`src/rtl/mux_sel_arbiter_if.sv`:
```
`default_nettype none
// ============================================================================
// Module   : mux_sel_arbiter_if
// Brief    : Request/ready inputs and registered mux-select outputs of the
//            round-robin 4:1 mux select arbiter.
// Revision : 1.0
// ============================================================================
interface mux_sel_arbiter_if;
    logic [3:0] req;
    logic       ready;
    logic [1:0] sel;
    logic       valid;
    logic [3:0] grant;
    logic       last;

    // Environment side: requesters plus downstream consumer
    modport master (
        output req,
        output ready,
        input  sel,
        input  valid,
        input  grant,
        input  last
    );

    // Arbiter side
    modport slave (
        input  req,
        input  ready,
        output sel,
        output valid,
        output grant,
        output last
    );
endinterface
`default_nettype wire

```
`src/rtl/mux_sel_arbiter.sv`:
```
`default_nettype none
// ============================================================================
// Module   : mux_sel_arbiter
// Brief    : Round-robin arbiter for four channels driving a 4:1 mux select,
//            with bursts of up to HOLD beats per grant and no release bubble.
// Revision : 1.0
// ============================================================================
module mux_sel_arbiter #(
    parameter int HOLD = 4
) (
    input  logic                clk,
    input  logic                rst_n,
    mux_sel_arbiter_if.slave    bus
);

    localparam int             CW       = $clog2(HOLD) + 1;
    localparam logic [CW-1:0]  LAST_CNT = CW'(HOLD - 1);

    typedef enum logic [0:0] {
        IDLE   = 1'b0,
        ACTIVE = 1'b1
    } state_t;

    state_t          state_q, state_d;
    logic [1:0]      sel_q,   sel_d;
    logic [1:0]      ptr_q,   ptr_d;
    logic [CW-1:0]   cnt_q,   cnt_d;
    logic            valid_q, valid_d;
    logic [3:0]      grant_q, grant_d;

    logic            any_req;
    logic            beat;
    logic            release_now;

    // First requester strictly after p, wrapping so p itself is checked last
    function automatic logic [1:0] pick(input logic [3:0] r, input logic [1:0] p);
        logic [1:0] win;
        logic [1:0] idx;
        win = p;
        for (int k = 4; k >= 1; k--) begin
            idx = p + 2'(k);
            if (r[idx]) begin
                win = idx;
            end
        end
        return win;
    endfunction

    always_comb begin
        state_d     = state_q;
        sel_d       = sel_q;
        ptr_d       = ptr_q;
        cnt_d       = cnt_q;
        any_req     = |bus.req;
        beat        = valid_q & bus.ready;
        release_now = 1'b0;

        case (state_q)
            IDLE: begin
                if (any_req) begin
                    state_d = ACTIVE;
                    sel_d   = pick(bus.req, ptr_q);
                    cnt_d   = '0;
                end
            end
            ACTIVE: begin
                release_now = (beat && (cnt_q == LAST_CNT)) || !bus.req[sel_q];
                if (release_now) begin
                    ptr_d = sel_q;
                    if (any_req) begin
                        // Re-arbitrate on the same edge; the old owner is searched last
                        sel_d = pick(bus.req, sel_q);
                        cnt_d = '0;
                    end else begin
                        state_d = IDLE;
                    end
                end else if (beat) begin
                    cnt_d = cnt_q + 1'b1;
                end
            end
            default: begin
                state_d = IDLE;
            end
        endcase

        valid_d = (state_d == ACTIVE);
        grant_d = valid_d ? (4'b0001 << sel_d) : 4'b0000;
    end

    always_ff @(posedge clk or negedge rst_n) begin
        if (!rst_n) begin
            state_q <= IDLE;
            sel_q   <= 2'b00;
            ptr_q   <= 2'b11;
            cnt_q   <= '0;
            valid_q <= 1'b0;
            grant_q <= 4'b0000;
        end else begin
            state_q <= state_d;
            sel_q   <= sel_d;
            ptr_q   <= ptr_d;
            cnt_q   <= cnt_d;
            valid_q <= valid_d;
            grant_q <= grant_d;
        end
    end

    assign bus.sel   = sel_q;
    assign bus.valid = valid_q;
    assign bus.grant = grant_q;
    assign bus.last  = valid_q && (cnt_q == LAST_CNT);

endmodule
`default_nettype wire

```
`src/flat_wrapper.sv`:
```
// flat-port wrapper written by rule: the top's interface ports become plain ports
module mux_sel_arbiter_flat 
#(
    parameter int HOLD = 4
)
  (clk, rst_n, bus_req, bus_ready, bus_sel, bus_valid, bus_grant, bus_last);
  mux_sel_arbiter_if bus_i ();
  input  logic clk;
  input  logic rst_n;
  input wire logic [$bits(bus_i.req)-1:0] bus_req;
  input wire logic [$bits(bus_i.ready)-1:0] bus_ready;
  output wire logic [$bits(bus_i.sel)-1:0] bus_sel;
  output wire logic [$bits(bus_i.valid)-1:0] bus_valid;
  output wire logic [$bits(bus_i.grant)-1:0] bus_grant;
  output wire logic [$bits(bus_i.last)-1:0] bus_last;
  assign bus_i.req = bus_req;
  assign bus_i.ready = bus_ready;
  assign bus_sel = bus_i.sel;
  assign bus_valid = bus_i.valid;
  assign bus_grant = bus_i.grant;
  assign bus_last = bus_i.last;
  mux_sel_arbiter #(.HOLD(HOLD)) u_core (.clk(clk), .rst_n(rst_n), .bus(bus_i));
endmodule
```
`config.mk`:
```
export PLATFORM = sky130hd
export DESIGN_NAME = mux_sel_arbiter_flat
export DESIGN_NICKNAME = d
export VERILOG_FILES = /design/src/rtl/mux_sel_arbiter_if.sv /design/src/rtl/mux_sel_arbiter.sv /design/src/flat_wrapper.sv
export SDC_FILE = /design/constraint.sdc
export NUM_CORES = 1
export LEC_CHECK = 0
export ABC_AREA = 1
export ABC_CLOCK_PERIOD_IN_PS = 3100
export CELL_PAD_IN_SITES_DETAIL_PLACEMENT = 2
export CELL_PAD_IN_SITES_GLOBAL_PLACEMENT = 2
export CORE_MARGIN = 2
export CORE_UTILIZATION = 30
export DETAILED_ROUTE_END_ITERATION = 7
export PLACE_DENSITY_LB_ADDON = 0.25
export SKIP_LAST_GASP = 1
export SYNTH_ARGS = -nofsm -noshare
export SYNTH_HDL_FRONTEND = slang
export SYNTH_SLANG_ARGS = --single-unit
```
`constraint.sdc`:
```
create_clock -name clk -period 3.1 [get_ports clk]
set_clock_uncertainty 0.1 [all_clocks]
set_input_delay 0.62 -clock clk [delete_from_list [all_inputs] [get_ports clk]]
set_output_delay 0.62 -clock clk [all_outputs]
set_load 0.01 [all_outputs]
```
# After elaboration in Yosys (flattened, before gate mapping)
# Cells that the tools add are included.
# Widths: inputs -> output; s select.
dict set report word_totals {
  reg_bits 12
  latch_bits 0
  ram_bits 0
  rom_bits 0
  input_bits 7
  out_inout_bits 8
  n_memories 0
}
dict set report classes {
  add_sub_neg 7
  n_mul 0
  div 0
  magnitude_cmp 7
  n_eq_ne 2
  n_shift 1
  mux 32
  bitwise_logic 2
  reduce_logical 6
}
# operator n
set op_table {}
lappend op_table {{$lt 2x3->1 const B} 7}
lappend op_table {{$mux 2} 9}
lappend op_table {{$bmux 1 s2} 7}
lappend op_table {{$mux 1} 9}
lappend op_table {{$mux 3} 3}
lappend op_table {{$add 2x2->2 const B} 4}
lappend op_table {{$pmux 3 s2} 1}
lappend op_table {{$add 2x1->2 const B} 2}
lappend op_table {{$mux 4} 1}
lappend op_table {{$pmux 2 s2} 1}
lappend op_table {{$reduce_or 4->1} 1}
lappend op_table {{$shl 1x2->4 const A} 1}
lappend op_table {{$add 3x1->3 const B} 1}
lappend op_table {{$eq 3x2->1 const B} 1}
lappend op_table {{$ne 3x3->1 const B} 1}
lappend op_table {{$logic_and 1x1->1} 2}
lappend op_table {{$pmux 1 s2} 1}
lappend op_table {{$reduce_and 2->1} 1}
lappend op_table {{$and 1x1->1} 1}
lappend op_table {{$logic_not 1->1} 1}
lappend op_table {{$logic_or 1x1->1} 1}
lappend op_table {{$not 1->1} 1}

# Logic depth before layout (Yosys ltp)
# Gate-level depths: netlist of the first run.
dict set report depth {
  word_depth 11
  ltp_mapped 14
  depth_no_buf 14
}

# Worst setup path after synthesis of the first run
# OpenSTA, ideal clock, no wires.
dict set report synth_timing {
  kind {flip-flop to flip-flop}
  startpoint {register u_core.cnt_q[0]}
  endpoint {register u_core.grant_q[2], in the netlist u_core.bus.grant[2]}
  setup_time_ps 71
  t_arrival_ps 1565
  slack_ps 1364
  stages_incl_launch_ff 14
  path_cell_list {dfrtp_1 -> ha_1 -> ha_1 -> nand2_1 -> clkinv_1 -> nand2_2 -> nand3_4 -> nand2_2 -> inv_2 -> nand3_1 -> nand3_2 -> nand2_2 -> nand2_2 -> nor2_1}
}
dict set report synth_between {
  elab_chain_len 7
  word_cells_on_any_way 9
  cone_classes {eq/ne (1); shift (1); mux (5); reduce/logical (2)}
}
# element line
set synth_lines {}
lappend synth_lines {{from (decl)} mux_sel_arbiter.sv:27} ;# logic [CW-1:0] cnt_q, cnt_d;
lappend synth_lines {{from (signal assigned)} mux_sel_arbiter.sv:102} ;# cnt_q <= cnt_d;
lappend synth_lines {{$eq 3x2->1 (*)} mux_sel_arbiter.sv:67} ;# release_now = (beat && (cnt_q == LAST_CNT)) || !bus.req[sel_q];
lappend synth_lines {{$logic_and 1x1->1 (*)} mux_sel_arbiter.sv:67}
lappend synth_lines {{$logic_or 1x1->1 (*)} mux_sel_arbiter.sv:67}
lappend synth_lines {{$mux 2} mux_sel_arbiter.sv:68} ;# if (release_now) begin
lappend synth_lines {{$pmux 2 s2} mux_sel_arbiter.sv:58} ;# case (state_q)
lappend synth_lines {{$shl 1x2->4} mux_sel_arbiter.sv:87} ;# grant_d = valid_d ? (4'b0001 << sel_d) : 4'b0000;
lappend synth_lines {{$mux 4 (*)} mux_sel_arbiter.sv:87}
lappend synth_lines {{net u_core.grant_d[2]} mux_sel_arbiter.sv:29} ;# logic [3:0] grant_q, grant_d;
lappend synth_lines {{to (signal assigned)} mux_sel_arbiter.sv:104} ;# grant_q <= grant_d;
lappend synth_lines {{to (decl)} mux_sel_arbiter.sv:29}
# Mark *: on every way through the listed nets, which the timed path passes. The rest lies on a longest branch.
# A chain may end at the register's enable or synchronous reset.

# Worst setup path after layout of the first run
dict set report layout_timing {
  startpoint {register u_core.cnt_q[0]}
  endpoint {output port bus_last}
}
dict set report layout_between {
  elab_chain_len 2
}
# element line
set layout_lines {}
lappend layout_lines {{$eq 3x2->1} mux_sel_arbiter.sv:111} ;# assign bus.last = valid_q && (cnt_q == LAST_CNT);
lappend layout_lines {{$logic_and 1x1->1} mux_sel_arbiter.sv:111}
lappend layout_lines {{to (decl)} flat_wrapper.sv:15} ;# output wire logic [$bits(bus_i.last)-1:0] bus_last;
# No other way between the ends.

==> flow_metrics.env, run 1 <==
export IMPL_yosysWarnings=0
export IMPL_multi_input_area_um2=558
export IMPL_yosys_cell_count_top_type="nand2_1"
export IMPL_synthArstFlopShare_pct=100
export IMPL_insertion_delay_ps=270
export IMPL_worstPathCellList="ha_1 > ha_1 > nand2_1 > clkinv_1 > clkdlybuf4s50_1"
export IMPL_drc=0
export IMPL_switching_share_pct=51.9
export IMPL_wire_per_inst_um=14.3
export IMPL_clockPowerShare_pct=10.1
export IMPL_crit_type="flip-flop to primary output"
export IMPL_cts_sinks=12
export IMPL_hp_class="flip-flop to flip-flop"
export IMPL_maxCapViolations=0
export IMPL_drt_iter0_markers=36
export IMPL_netlist_area_um2=953
export IMPL_worst_pin_slew_ps=512
export IMPL_grt_pass1_wl_mm=5.25
export IMPL_synth_edff_count=0
export IMPL_final_period_utilization_pct=78.4
export IMPL_p_sw_mw=0.633
export IMPL_netlist_area_leader_share_pct=26.2
export IMPL_antenna_diode_count=0
export IMPL_fp_dieArea_mm2=0.00365
export IMPL_hpwl_mm=2.33
export IMPL_critPathArrivalTime_ps=1710
export IMPL_synthDistinctLibCells=19
export IMPL_slew_headroom_pct=65.8
export IMPL_synth_main_ff_cell="dfrtp_1"
export IMPL_grt_max_degree=13
export IMPL_ctsResizeCount=0
export IMPL_antenna_found_initial=0
export IMPL_status="finished clean"
export IMPL_core_mm2=0.00303
export IMPL_rows=20
export IMPL_max_stage_delay_ps=500
export IMPL_synth_seq_cells=12
export IMPL_critical_path_endpoint_type="primary output"
export IMPL_rsz0062_at_grt="no"
export IMPL_cp_data_required_time_ps=2380
export IMPL_synth_area_leaders="dfrtp_1 26%, nand2_1 26%, nand3_1 8.9%, nand2_2 6.6%, dfstp_2 5.5%"
export IMPL_dieHeight_um=60.4
export IMPL_placed_cells=202
export IMPL_cts_hold_buf=0
export IMPL_cp_max_fo=3
export IMPL_syn_inst=146
export IMPL_via_per_inst=4.83
export IMPL_design_portCount=15
export IMPL_yosys_top_cells_count="66 x nand2_1, 17 x nand3_1, 12 x inv_1, 10 x dfrtp_1, 10 x nand2_2"
export IMPL_fin_cells=206
export IMPL_max_freq_mhz=412
export IMPL_clock_path_buffers=2
export IMPL_first_pass_iters=4
export IMPL_power_density_mw_per_mm2=1050
export IMPL_numCtsBuffers=3
export IMPL_final_nets=172
export IMPL_initial_utilization_pct=31.5
export IMPL_grt_pass1_vias=1128
export IMPL_drtAntennaViolNets=0
export IMPL_start_kind="flip-flop"
export IMPL_grtUsageTotal_pct=19.2
export IMPL_port_buffers=14
export IMPL_grt_ovfl_total=0
export IMPL_slowest_stage="clkdlybuf4s50_1"
export IMPL_synth_area_per_cell_um2=6.53
export IMPL_pwr_share_seq_pct=26.4
export IMPL_post_cts_buffers=0
export IMPL_htreeDepth=1
export IMPL_die_x_um=60.4
export IMPL_report_final_slew_viol_count=0
export IMPL_finalHoldViolCount=0
export IMPL_tns_ps=0
export IMPL_cts_clk_slew_worst_paths_ps=80
export IMPL_wl_mm=2.95
export IMPL_cts_tree="built"
export IMPL_cp_common_cell="ha_1"
export IMPL_fillers=381
export IMPL_gp_congestion=0.831
export IMPL_area_growth_pct=21.9
export IMPL_cts_root_buffer="clkbuf_4"
export IMPL_synth_nets=155
export IMPL_num_vias=994
export IMPL_p_int_mw=0.587
export IMPL_power_leakage_nw=0.619
export IMPL_peakVddDrop_mv=0.472
export IMPL_ys_seq_area_share_pct=31.8
export IMPL_finalSetupViolCount=0
export IMPL_seq_area_um2=303
export IMPL_post_route_min_period_ps=2430
export IMPL_combinationalPowerShare_pct=63.5
export IMPL_netlist_top_cell_by_area="dfrtp_1"
export IMPL_drive_gt1_share_pct=16.0
==> worst max-delay path: cells and delay by family, from the launching register on <==
family,cells,cell delay [ps]
and+or+nand+nor,1,60
buffers and inverters,2,590
DFF,1,400
adders and majority gates,2,370
==> routing by layer <==
layer  up-vias  GRT usage, %  wire (um)
met2        18          34.6       1520
li1        488             -          -
met4         0          7.94         43
met3         4         0.640         75
met5         -             0          0
met1       484          24.0       1310
==> through the flow <==
stage	power, mW	hold WS, ps	utilization, %	setup slack (ps)	instance area (um^2)
after global placement	1.07	365	37.2	743	1130
after CTS	1.25	400	38.4	645	1160
after floorplan	0.869	224	-	1360	953
after global routing	1.37	431	38.4	580	1160
after detailed placement	1.11	386	37.2	693	1130
final	1.22	391	38.4	671	1160
==> cells by family after synthesis <==
group / share of synthesized area (%)
AO/OA/AOI/OAI: 6.04
adder cells (fa/ha/maj): 2.62
buffers and inverters: 9.71
flip-flops: 31.8
AND/OR/NAND/NOR: 49.9
==> worst paths after layout <==
path,end,cells after the start,startpoint,slack (ps)
min in group asynchronous,u_core.cnt_q[1]$_DFFE_PN0P_,1,rst_n,580
max in group asynchronous,u_core.ptr_q[1]$_DFFE_PN1P_,1,rst_n,1950
min reg2reg,u_core.cnt_q[0]$_DFFE_PN0P_,1,u_core.cnt_q[0]$_DFFE_PN0P_,390
max,bus_last,5,u_core.cnt_q[0]$_DFFE_PN0P_,670
min,u_core.cnt_q[0]$_DFFE_PN0P_,1,u_core.cnt_q[0]$_DFFE_PN0P_,390
max reg2reg,u_core.bus.grant[0]$_DFF_PN0_,12,u_core.bus.sel[0]$_DFF_PN0_,1090
==> power by group through the flow <==
stage	Sequential, mW	Clock, mW	Combinational [mW]
finish	0.322	0.124	0.775
global route	0.336	0.131	0.906
global placement	0.319	0	0.750
CTS	0.323	0.128	0.798
detailed placement	0.322	0	0.787
floorplan	0.288	0	0.581
==> cells in the final DEF, fill, tap and decap left out <==
cell / synthesis / final
nand3_1: 17 / 17
ha_1: 2 / 2
nand3_4: 1 / 1
nand2_2: 10 / 10
clkdlybuf4s50_1: 0 / 14
clkbuf_8: 0 / 1
inv_1: 12 / 12
inv_4: 1 / 1
nor2_1: 4 / 4
o21ai_0: 5 / 5
dfrtp_1: 10 / 10
inv_2: 4 / 4
o31ai_2: 1 / 1
clkbuf_4: 0 / 3
dfstp_2: 2 / 2
clkinv_1: 1 / 1
or2_1: 1 / 1
nand3_2: 2 / 2
nand4_4: 1 / 1
nand2_1: 66 / 66
o21ai_1: 4 / 4
==> final cells by class <==
cell class	count	share of cell area (%)
Multi-Input combinational cell	114	48.0
Sequential cell	12	26.0
Timing Repair Buffer	14	12.1
Inverter	18	6.03
Tap cell	44	4.74
Clock buffer	4	3.12
==> state kept, by name, indices dropped and copies added (netlist names) <==
name              flops
u_core.bus.grant      4
u_core.cnt_q          3
u_core.bus.sel        2
u_core.ptr_q          2
u_core.state_q        1
Power figures use the tool's default switching activity.
==> run 2: changes to the inputs <==
--- a/config.mk
+++ b/config.mk
@@ -6,11 +6,11 @@
 export NUM_CORES = 1
 export LEC_CHECK = 0
 export ABC_AREA = 1
-export ABC_CLOCK_PERIOD_IN_PS = 3100
+export ABC_CLOCK_PERIOD_IN_PS = 2300
 export CELL_PAD_IN_SITES_DETAIL_PLACEMENT = 2
 export CELL_PAD_IN_SITES_GLOBAL_PLACEMENT = 2
 export CORE_MARGIN = 2
-export CORE_UTILIZATION = 30
+export CORE_UTILIZATION = 28
 export DETAILED_ROUTE_END_ITERATION = 7
 export PLACE_DENSITY_LB_ADDON = 0.25
 export SKIP_LAST_GASP = 1
==> constraint.sdc (replaced) <==
create_clock -name clk -period 2.3 [get_ports clk]
set_clock_uncertainty 0.1 [all_clocks]
set_input_delay 0.46 -clock clk [delete_from_list [all_inputs] [get_ports clk]]
set_output_delay 0.46 -clock clk [all_outputs]
set_load 0.01 [all_outputs]
==> run 2 against run 1 <==
Routed wire length rose by 0.41%. Design area rose by 0.43%. Worst setup slack got worse by 460 ps. Non-clock buffer count did not move. Utilization fell by 3.1 points. Global-route usage fell by 2.0 points. Die area rose by 6.6%. Sequential share of layout area fell by 0.11 points. Clock power rose by 42%. Highest routed layer unchanged. Sequential cell count did not move.
==> flow_metrics.env, run 2 (synthesized netlist as in run 1, its figures left out) <==
export IMPL_status="finished clean"
export IMPL_worst_pin_slew_ps=554
export IMPL_power_leakage_nw=0.637
export IMPL_max_stage_delay_ps=630
export IMPL_wl_mm=2.97
export IMPL_clockPowerShare_pct=10.7
export IMPL_finalSetupViolCount=0
export IMPL_grt_pass1_vias=1109
export IMPL_p_sw_mw=0.859
export IMPL_antenna_found_initial=0
export IMPL_report_final_slew_viol_count=0
export IMPL_cts_hold_buf=0
export IMPL_final_period_utilization_pct=91.0
export IMPL_gp_congestion=0.752
export IMPL_drc=0
export IMPL_critical_path_endpoint_type="primary output"
export IMPL_rsz0062_at_grt="no"
export IMPL_wire_per_inst_um=14.3
export IMPL_hp_class="flip-flop to flip-flop"
export IMPL_hpwl_mm=2.43
export IMPL_cts_clk_slew_worst_paths_ps=80
export IMPL_start_kind="flip-flop"
export IMPL_layout_common_cells="66 x nand2_1, 17 x nand3_1, 13 x clkdlybuf4s50_1, 12 x inv_1"
export IMPL_numCtsBuffers=3
export IMPL_area_growth_pct=22.4
export IMPL_power_mw=1.65
export IMPL_fp_dieArea_mm2=0.00389
export IMPL_cp_max_fo=12
export IMPL_drt_iter0_markers=31
export IMPL_critPathBufInv=1
export IMPL_switching_share_pct=52.1
export IMPL_cts_tree="built"
export IMPL_slowest_stage="dfrtp_1"
export IMPL_cp_data_required_time_ps=1740
export IMPL_layout_commonest_cell="nand2_1"
export IMPL_maxCapViolations=0
export IMPL_cts_root_buffer="clkbuf_4"
export IMPL_rows=21
export IMPL_fillers=428
export IMPL_htreeDepth=1
export IMPL_p_int_mw=0.790
export IMPL_drtAntennaViolNets=0
export IMPL_grt_ovfl_total=0
export IMPL_power_density_mw_per_mm2=1410
export IMPL_tns_ps=0
export IMPL_finalHoldViolCount=0
export IMPL_crit_type="flip-flop to primary output"
export IMPL_insertion_delay_ps=280
export IMPL_clock_path_buffers=2
export IMPL_final_nets=172
export IMPL_via_per_inst=4.78
export IMPL_die_x_um=62.4
export IMPL_core_mm2=0.00331
export IMPL_design_portCount=15
export IMPL_post_route_min_period_ps=2090
export IMPL_post_route_util_pct=35.3
export IMPL_r2r_slack_ps=380
export IMPL_peakVddDrop_mv=0.452
export IMPL_max_freq_mhz=478
export IMPL_num_vias=995
export IMPL_combinationalPowerShare_pct=62.9
export IMPL_worstPathCellList="clkdlybuf4s50_1"
export IMPL_dieHeight_um=62.4
export IMPL_slew_headroom_pct=63.0
export IMPL_grt_pass1_wl_mm=5.38
export IMPL_port_buffers=14
export IMPL_largest_reg_flops=4
export IMPL_pwr_share_seq_pct=26.4
export IMPL_first_pass_iters=4
export IMPL_antenna_diode_count=0
export IMPL_path_delay_family="flip-flops"
export IMPL_grtUsageTotal_pct=17.2
export IMPL_critPathArrivalTime_ps=1530
export IMPL_drive_gt1_share_pct=16.0
export IMPL_initial_utilization_pct=28.8
export IMPL_grt_max_degree=13
export IMPL_cts_sinks=12
run 2: path summary, 6_finish.rpt:
| check | startpoint | cells after the start | end |
|---|---|---|---|
| worst max-delay path | u_core.bus.sel[0]$_DFF_PN0_ | 1 | bus_sel[0] |
| worst min-delay path | u_core.cnt_q[1]$_DFFE_PN0P_ | 2 | u_core.cnt_q[1]$_DFFE_PN0P_ |
| worst max register to register | u_core.bus.sel[0]$_DFF_PN0_ | 12 | u_core.bus.grant[0]$_DFF_PN0_ |
| worst min register to register | u_core.cnt_q[1]$_DFFE_PN0P_ | 2 | u_core.cnt_q[1]$_DFFE_PN0P_ |
| max in group asynchronous | rst_n | 1 | u_core.ptr_q[0]$_DFFE_PN1P_ |
| min in group asynchronous | rst_n | 1 | u_core.cnt_q[0]$_DFFE_PN0P_ |
run 2: area by class of cell:
type                    instances  area, um^2  share of cell area (%)
flip-flops and latches         12         303                    25.9
well taps                      46        57.6                    4.93
repair buffers                 14         143                    12.2
inverters                      18        70.1                    6.00
multi-input cells             114         558                    47.8
clock buffers                   4        36.3                    3.11
run 2: per-stage QoR:
| step | cells | hold WS [ps] | area, um^2 | setup WS, ps |
|---|---|---|---|---|
| detailed placement | 204 | 387 | 1130 | 48.7 |
| global placement | 204 | 361 | 1130 | 144 |
| finish | 208 | 400 | 1170 | 208 |
| CTS | 208 | 406 | 1160 | 3.99 |
| floorplan | 146 | 64.4 | 953 | 564 |
| global route | 208 | 449 | 1170 | 127 |
run 2: metal layers:
layer,vias up,share of wire [%],track usage (%)
li1,487,-,-
met1,490,46,21.4
met2,14,51,31.4
met3,4,1.6,1.81
met4,0,1.1,5.00
met5,-,0,0
run 2: tightest hold or removal path: stages (launching register included):
cell and delay (ps):
dfrtp_1 360, nand2_1 60, nand2_1 50
run 2: repair_timing:
action / in CTS / in global routing
endpoints found under the setup margin: 0 / 1
buffers inserted: 0 / 0
gates resized for setup: 0 / 1
run 2: power by group through the flow:
stage | Clock [mW] | Sequential, mW | Combinational [mW]
2_1_floorplan | 0 | 0.388 | 0.783
3_3_place_gp | 0 | 0.434 | 0.998
3_5_place_dp | 0 | 0.443 | 1.06
4_1_cts | 0.179 | 0.440 | 1.06
5_1_grt | 0.184 | 0.455 | 1.22
6_report | 0.176 | 0.436 | 1.04
